$ cat config.mk
export PLATFORM = sky130hd
export DESIGN_NAME = pll_phase_stepper
export DESIGN_NICKNAME = d
export VERILOG_FILES = /design/src/rtl/pll_pkg.sv /design/src/rtl/phase_wrap_counter.sv /design/src/rtl/pll_phase_stepper.sv
export SDC_FILE = /design/constraint.sdc
export NUM_CORES = 1
export LEC_CHECK = 0
export BUFFER_PORTS_ARGS = -buffer_cell sky130_fd_sc_hd__buf_2
export CAP_MARGIN = 40
export CORE_ASPECT_RATIO = 1.25
export CORE_MARGIN = 3
export CORE_UTILIZATION = 50
export DETAILED_ROUTE_END_ITERATION = 16
export PLACE_DENSITY = 0.7
export SYNTH_ARGS = -nofsm -noshare
export SYNTH_HDL_FRONTEND = slang
export SYNTH_SLANG_ARGS = --single-unit
$ cat constraint.sdc
create_clock -name clk -period 2.4 [get_ports clk]
set_input_delay 0.24 -clock clk [delete_from_list [all_inputs] [get_ports clk]]
set_output_delay 0.24 -clock clk [all_outputs]
set_load 0.005 [all_outputs]
$ cat src/rtl/pll_pkg.sv
// Shared definitions for the EHXPLLL dynamic phase-step sequencer.
package pll_pkg;

  typedef enum logic [2:0] {
    IDLE,
    SETUP,
    PULSE,
    HOLD,
    LOCKWAIT,
    DONE
  } pll_state_t;

  localparam logic [1:0] SEL_CLKOS  = 2'd0;
  localparam logic [1:0] SEL_CLKOS2 = 2'd1;
  localparam logic [1:0] SEL_CLKOS3 = 2'd2;
  localparam logic [1:0] SEL_CLKOP  = 2'd3;

  localparam int DEF_SETUP_CYC = 4;
  localparam int DEF_PULSE_CYC = 4;
  localparam int DEF_HOLD_CYC  = 4;
  localparam int DEF_LOCK_TMO  = 65535;

endpackage

$ cat src/rtl/phase_wrap_counter.sv
// Modulo-M up/down phase position counter, one step per enable.
module phase_wrap_counter #(
  parameter int           W = 8,
  parameter logic [W-1:0] M = W'(80)
) (
  input  logic         clk,
  input  logic         rst_n,
  input  logic         en,
  input  logic         dir,
  output logic [W-1:0] q
);

  localparam logic [W-1:0] LAST = M - W'(1);

  always_ff @(posedge clk) begin
    if (!rst_n) begin
      q <= '0;
    end else if (en) begin
      if (dir) q <= (q == LAST) ? '0 : q + W'(1);
      else     q <= (q == '0) ? LAST : q - W'(1);
    end
  end

endmodule

$ cat src/rtl/pll_phase_stepper.sv
// Sequences PHASESEL/PHASEDIR/PHASESTEP for an ECP5 EHXPLLL and tracks
// the wrapped phase position of each steppable output.
module pll_phase_stepper
  import pll_pkg::*;
#(
  parameter int                       NCH       = 3,
  parameter int                       PHASE_W   = 8,
  parameter logic [NCH*PHASE_W-1:0]   CH_MOD    = {NCH{PHASE_W'(80)}},
  parameter int                       STEP_W    = 8,
  parameter int                       SETUP_CYC = DEF_SETUP_CYC,
  parameter int                       PULSE_CYC = DEF_PULSE_CYC,
  parameter int                       HOLD_CYC  = DEF_HOLD_CYC,
  parameter int                       LOCK_TMO  = DEF_LOCK_TMO
) (
  input  logic                     clk,
  input  logic                     rst_n,
  input  logic                     req_valid,
  output logic                     req_ready,
  input  logic [1:0]               req_ch,
  input  logic                     req_dir,
  input  logic [STEP_W-1:0]        req_steps,
  output logic                     done,
  output logic                     resp_err,
  output logic                     busy,
  input  logic                     pll_locked,
  output logic [1:0]               phasesel,
  output logic                     phasedir,
  output logic                     phasestep,
  output logic [NCH*PHASE_W-1:0]   phase_o
);

  localparam int         CNT_W = $clog2(LOCK_TMO + SETUP_CYC + PULSE_CYC + HOLD_CYC + 1);
  localparam logic [2:0] NCH_L = 3'(NCH);

  pll_state_t        state, state_n;
  logic [CNT_W-1:0]  cnt, cnt_n;
  logic [STEP_W-1:0] rem;
  logic              err_q, err_n;
  logic              accept, step_en, bad_ch;

  assign bad_ch    = {1'b0, phasesel} >= NCH_L;
  assign req_ready = (state == IDLE);
  assign busy      = (state != IDLE);
  assign phasestep = (state == PULSE);
  assign done      = (state == DONE);
  assign resp_err  = done & err_q;

  always_comb begin
    state_n = state;
    cnt_n   = cnt + CNT_W'(1);
    err_n   = err_q;
    accept  = 1'b0;
    step_en = 1'b0;
    case (state)
      IDLE: begin
        cnt_n = '0;
        if (req_valid) begin
          accept  = 1'b1;
          err_n   = 1'b0;
          state_n = SETUP;
        end
      end
      SETUP: begin
        // Requests that need no pulse are resolved in the first SETUP cycle.
        if (bad_ch) begin
          state_n = DONE;
          err_n   = 1'b1;
          cnt_n   = '0;
        end else if (rem == '0) begin
          state_n = DONE;
          cnt_n   = '0;
        end else if (cnt == CNT_W'(SETUP_CYC - 1)) begin
          state_n = PULSE;
          cnt_n   = '0;
        end
      end
      PULSE: begin
        if (cnt == CNT_W'(PULSE_CYC - 1)) begin
          state_n = HOLD;
          step_en = 1'b1;
          cnt_n   = '0;
        end
      end
      HOLD: begin
        if (cnt == CNT_W'(HOLD_CYC - 1)) begin
          state_n = LOCKWAIT;
          cnt_n   = '0;
        end
      end
      LOCKWAIT: begin
        if (pll_locked) begin
          state_n = (rem != '0) ? SETUP : DONE;
          cnt_n   = '0;
        end else if (cnt == CNT_W'(LOCK_TMO - 1)) begin
          state_n = DONE;
          err_n   = 1'b1;
          cnt_n   = '0;
        end
      end
      DONE: begin
        state_n = IDLE;
        cnt_n   = '0;
      end
      default: begin
        state_n = IDLE;
        cnt_n   = '0;
      end
    endcase
  end

  always_ff @(posedge clk) begin
    if (!rst_n) begin
      state    <= IDLE;
      cnt      <= '0;
      err_q    <= 1'b0;
      phasesel <= SEL_CLKOS;
      phasedir <= 1'b0;
    end else begin
      state <= state_n;
      cnt   <= cnt_n;
      err_q <= err_n;
      if (accept) begin
        phasesel <= req_ch;
        phasedir <= req_dir;
      end
    end
  end

  // Remaining-step count is pure data and is always reloaded on acceptance.
  always_ff @(posedge clk) begin
    if (accept)       rem <= req_steps;
    else if (step_en) rem <= rem - STEP_W'(1);
  end

  for (genvar c = 0; c < NCH; c++) begin : g_ch
    phase_wrap_counter #(
      .W (PHASE_W),
      .M (CH_MOD[c*PHASE_W +: PHASE_W])
    ) u_cnt (
      .clk   (clk),
      .rst_n (rst_n),
      .en    (step_en && (phasesel == 2'(c))),
      .dir   (phasedir),
      .q     (phase_o[c*PHASE_W +: PHASE_W])
    );
  end

endmodule

======== Word-level counts from Yosys, hierarchy flattened ========
Cells that the tools add are included.
Widths: inputs -> output; s select.
operators by class
  mux-type cells .......................... 36
  equal/unequal tests ..................... 20
  add/subtract/negate cells ............... 8
  bitwise logic cells ..................... 1
  reductions and logical operators ........ 16
  $lt $le $gt $ge ......................... 1
operator list
  operator               number
  $mux 8                 11
  $mux 17                5
  $pmux 17 s3            1
  $logic_not 8->1        4
  $sub 8x1->8 const B    4
  $mux 3                 9
  $add 8x1->8 const B    3
  $eq 8x7->1 const B     3
  $add 17x1->17 const B  1
  $eq 17x16->1 const B   1
  $eq 17x2->1 const B    1
  $pmux 3 s5             1
  $ne 2x2->1 const B     5
  $reduce_and 5->1       2
  $mux 1                 8
  $reduce_bool 8->1      1
  $eq 3x2->1 const B     2
  $eq 3x3->1 const B     2
  $reduce_bool 3->1      2
  $ne 4x4->1 const B     1
  $eq 3x1->1 const B     1
  $logic_and 1x1->1      3
  $logic_not 3->1        1
  $ne 3x3->1 const B     1
  other kinds (9)        9
word-level totals
  output and inout port bits .............. 32
  bits of input ports ..................... 15
  flip-flop bits (word level) ............. 56
  word-level logic and storage cells ...... 91

======== Logic depth before layout (Yosys ltp) ========
  depth in word-level cells ............... 5
  depth in mapped cells ................... 9

======== By module ========
A second synthesis with hierarchy kept.
unflattened totals
  cells, all modules ...................... 441
  area total of the unflattened synthesis .. 3,772.4 µm²
by module, submodules not included
  module              area an instance (µm²)  times used  seq. area each (µm²)  cells each
  phase_wrap_counter  685.7                   3           160.2                 83
  pll_phase_stepper   1,715.4                 1           720.7                 192

======== Worst setup path before layout ========
No wires, ideal clock.
  kind .................................... register to register
  start point ............................. register rem[0]
  end point ............................... register cnt[10]
  data required time ...................... 2.283 ns
  arrival time ............................ 1.990 ns
  slack ................................... 0.293 ns
  cell stages (with the launch flop) ...... 10
  path through ............................ edfxtp_1 > inv_1 > ha_1 > nor4b_1 > a221oi_1 > o211ai_1 > a21o_1 > buf_2 > buf_2 > nor2_1
between the ends
  word-level cells in the longest chain between the ends .. 4
ends and longest elaborated chain
  item                    line                      source
  from (decl)             pll_phase_stepper.sv:37   logic [STEP_W-1:0] rem;
  from (signal assigned)  pll_phase_stepper.sv:131  if (accept) rem <= req_steps;
  from (signal assigned)  pll_phase_stepper.sv:132  else if (step_en) rem <= rem - STEP_W'(1);
  $logic_not 8->1         pll_phase_stepper.sv:69   end else if (rem == '0) begin
  $mux 17                 pll_phase_stepper.sv:69
  $mux 17                 pll_phase_stepper.sv:65   if (bad_ch) begin
  $pmux 17 s3             pll_phase_stepper.sv:54   case (state)
  to (signal assigned)    pll_phase_stepper.sv:120  cnt <= cnt_n;
  to (decl)               pll_phase_stepper.sv:36   logic [CNT_W-1:0] cnt, cnt_n;
Every way passes these cells.
A chain may end at the register's enable or synchronous reset.

======== Final worst setup path ========
  start point ............................. register cnt[0]
  end point ............................... register g_ch[2].u_cnt.q[4]
between the ends
  word-level cells in the longest chain between the ends .. 4
ends and longest elaborated chain
  item                  line                      source
  $eq 17x2->1           pll_phase_stepper.sv:78   if (cnt == CNT_W'(PULSE_CYC - 1)) begin
  $mux 1                pll_phase_stepper.sv:78
  $mux 1                pll_phase_stepper.sv:54
  $logic_and 1x1->1     pll_phase_stepper.sv:142  .en (step_en && (phasesel == 2'(c))),
  to (signal assigned)  phase_wrap_counter.sv:19  if (dir) q <= (q == LAST) ? '0 : q + W'(1);
  to (signal assigned)  phase_wrap_counter.sv:20  else q <= (q == '0) ? LAST : q - W'(1);
  to (decl)             phase_wrap_counter.sv:10  output logic [W-1:0] q
Every way passes these cells.

==> metrics.md <==
| Metric | Value |
|---|---|
| FF-to-FF Start | cnt[0] |
| Routed Antenna Nets | 0 |
| Leakage | 1.608 nW |
| Largest net degree at the start of global routing | 30 |
| Worst slack, placed | 0.1078 ns |
| Register Area | 0.001201 mm^2 |
| Crit path kind | reg -> reg |
| Clock Latency Late Sink | 0.31 ns |
| Post-route insts no fill | 594 |
| Multi-input logic area | 0.002372 mm^2 |
| Port Buffers | 46 |
| Post-synth EDFFs | 8 |
| R2R cell count | 6 |
| Setup tns final | 0 ns |
| Cell Pwr Density | 578.2 mW/mm^2 |
| Post-Synth XOR/XNOR Area | 5.785% |
| Worst path buffer plus inverter count | 0 |
| CORE AREA | 0.007147 mm^2 |
| Worst setup path endpoint | g_ch[2].u_cnt.q[4] |
| Clock sinks | 56 |
| Max Root-Sink Buffers | 2 |
| Ys async rst share | 0% |
| Crit path required time | 2.64 ns |
| CTS clock-pin slew for the worst setup and hold paths | 0.10 ns |
| Die footprint | 0.008657 mm^2 |
| MaxCap Viol Count | 0 |
| CP cell instances | ha_1 > nor4b_4 > nand4_1 > or3_4 > or3_1 > a21oi_1 |
| Hold Crit Class | in -> reg |
| Fin crit share | 91.46% |
| Synth Register Bits | between 50 and 60 |
| CP arrival | 2.44 ns |
| Antenna violations before repair | 0 |
| Initial core utilization | a little over half |
| Die width | 83.82 um |
| Cell family with most CP delay | simple AND/OR/NAND/NOR gates |
| Ys flop type | dfxtp_1 |
| Number of fill cells in the layout | roughly 680 |
| Via density | 5.970 |
| Status | finished clean |
| Crit path max-delay cell type | or3_4 |
| Ports | between 40 and 50 |
| DRT iter0 DRCs | 217 |
| Gpl congestion | 0.8692 |
| Layout cells sized above 1 | 18.25% |
| Crit end category | flip-flop |
| Final hold vios | 0 |
| Via count | 3546 |
| Commonest non-fill, non-tap cell in the layout | nor2_1 |
| Hold slack | 0.1648 ns |
| Vias in the first global route | 3241 |
| Setup crit start kind | flip-flop |
| Synth Cell Area | 0.003785 mm^2 |
| Antenna cells | 0 |
| Adder-Cell Fraction of Synth Area | 3.967% |
| Power Total | roughly 2.4 mW |
| Flop2flop setup slack | 0.20 ns |
| Largest family of logic cells by synthesized area | simple AND/OR/NAND/NOR gates |
| RSZ-0062 raised after global routing | false |
| Tightest Pin Transition | 0.6593 ns |
| Root Buffer | clkbuf_8 |
| Critical path peak fanout | 10 |
| Slew headroom | about 56% |
| Drt total wl | slightly below 9 mm |
| GRT Util Overall | 20.45% |
| # hold bufs at CTS | 0 |
| Final WS setup | 0.2049 ns |
| H-tree depth | 2 |
| DRT Pass-1 Iters | 4 |
| Maximum vdd ir drop | 421.3 uV |
| DRC viols | 0 |
| Placed cells | between 500 and 600 |
| Most frequent cells in the layout | nor2_1 (61), dfxtp_1 (48), buf_2 (46) |
| Total gr overflow | 0 |
| Nets | 530 |
| Worst setup startpoint | cnt[0] |
| Routed WL per cell | roughly 15 um |
| Critical path depth | 6 |
| CTS Buf Count | 5 |
| TritonCTS clock tree | built |
| Largest stage delay on the critical path | between 0.4 and 0.5 ns |
| Number of synthesis warnings | 0 |
| Dpl hpwl | around 6.5 mm |
| Synth Area in Compound Gates | 20.20% |
| Simple-gate share of the synthesized area | 29.79% |
| First-pass GRT wire length | 15.01 mm |
| Setup bufs post-CTS | 0 |
| Min cycle time layout | 2.195 ns |
| Yosys cell types | 76 |
| Die H | approximately 100 um |
| Skew final | 0.007719 ns |
| Util after Layout | 58.98% |
| Post-Syn Nets | slightly below 500 |
| Post-Synthesis Cells | 464 |
| Final setup fails | 0 |
| Post-Syn Area per Cell | 8.157 um^2 |
| Placed cell area | 0.004118 mm^2 |
| Slew Limit Fails | 0 |
| Final Instance Area | 0.004215 mm^2 |
| FP Rows | 34 |
| Post-synthesis mux area share | 2.711% |
| Reg2Reg Capture Point | g_ch[2].u_cnt.q[4] |
| Fmax achieved | approximately 460 MHz |
| Layout Area Growth over Synthesis | 11.37% |
| Sequential fraction of the synthesis area | a little under a third |
## synthesized netlist by cell type (3+ instances only)
| cell type | number | area [um^2] |
|---|---|---|
| xnor2_1 | 15 | 131.4 |
| nor4_4 | 3 | 63.81 |
| o22ai_1 | 3 | 18.77 |
| edfxtp_1 | 8 | 240.2 |
| nand3_1 | 23 | 115.1 |
| or4_1 | 3 | 22.52 |
| and4_1 | 4 | 35.03 |
| and2_1 | 10 | 62.56 |
| mux2i_1 | 8 | 80.08 |
| or3_1 | 7 | 43.79 |
| a22oi_1 | 5 | 37.54 |
| and3_1 | 11 | 68.82 |
| a211oi_1 | 5 | 37.54 |
| nand2b_1 | 3 | 18.77 |
| xor2_1 | 10 | 87.58 |
| a31oi_1 | 11 | 68.82 |
| clkbuf_1 | 20 | 75.07 |
| nor3_1 | 12 | 60.06 |
| nand2_1 | 20 | 75.07 |
| a32oi_1 | 3 | 26.28 |
| o21ai_0 | 17 | 85.08 |
| nand4_1 | 10 | 62.56 |
| nor2_1 | 61 | 229.0 |
| buf_2 | 4 | 20.02 |
| buf_1 | 3 | 11.26 |
| nor4b_1 | 3 | 26.28 |
| inv_1 | 19 | 71.32 |
| o211ai_1 | 3 | 22.52 |
| a311oi_1 | 4 | 35.03 |
| a21oi_1 | 32 | 160.2 |
| nor3b_1 | 3 | 22.52 |
| a22o_1 | 3 | 26.28 |
| o31ai_1 | 6 | 45.04 |
| nor4_1 | 3 | 18.77 |
| dfxtp_1 | 48 | 960.9 |
| ha_1 | 12 | 150.1 |
## per-layer routing
metal / GRT usage [%] / vias to the layer above / share of wire [%]
li1: - / 1790 / -
met1: 27.01 / 1679 / 46
met2: 35.95 / 71 / 49
met3: 2.536 / 6 / 3.8
met4: 4.950 / 0 / 0.77
met5: 0 / - / 0
## how the worst min path moves through the flow
stage / start / end / cells after the start
2_1_floorplan: req_dir / phasedir / 2
3_3_place_gp: cnt[0] / cnt[0] / 1
3_5_place_dp: cnt[0] / cnt[0] / 1
4_1_cts: req_ch[1] / phasesel[1] / 3
5_1_grt: req_dir / phasedir / 3
6_report: req_ch[1] / phasesel[1] / 3
## sequential cells by signal (all words and copies together) (netlist names)
| name | count |
|---|---|
| rem | 8 |
| g_ch.u_cnt.q | 24 |
| state | 3 |
| phasesel | 2 |
| phasedir | 1 |
| cnt | 17 |
| err_q | 1 |
## final cells by class
class,count,area share [%]
timing repair buffer,63,8.667
sequential,56,28.50
tap,90,2.671
clock inverter,2,0.3859
inverter,20,1.781
multi-input combinational,357,56.28
clock buffer,6,1.722
## tightest hold or removal path, stage by stage
cell	delay, ns
buf_2	0.07
mux2i_1	0.05
nor2_1	0.08
## power by group
part | leakage, nW | internal, mW | total, mW | switching [mW]
sequential | 0.463 | 1.07 | 1.18 | 0.108
combinational | 1.10 | 0.308 | 0.728 | 0.420
clock | 0.0414 | 0.209 | 0.530 | 0.321
total | 1.61 | 1.59 | 2.44 | 0.849
## repair_timing
action,in CTS,in global routing
endpoints found under the setup margin,0,3
gates resized for setup,0,2
hold endpoints to repair,0,0
## cell families after synthesis
logic type      Yosys count
simple gates            196
flops                    56
fa+ha+maj                12
mux                      10
buf+inv                  51
compound gates          114
xor+xnor                 25
(Power assumes the default switching activity.)
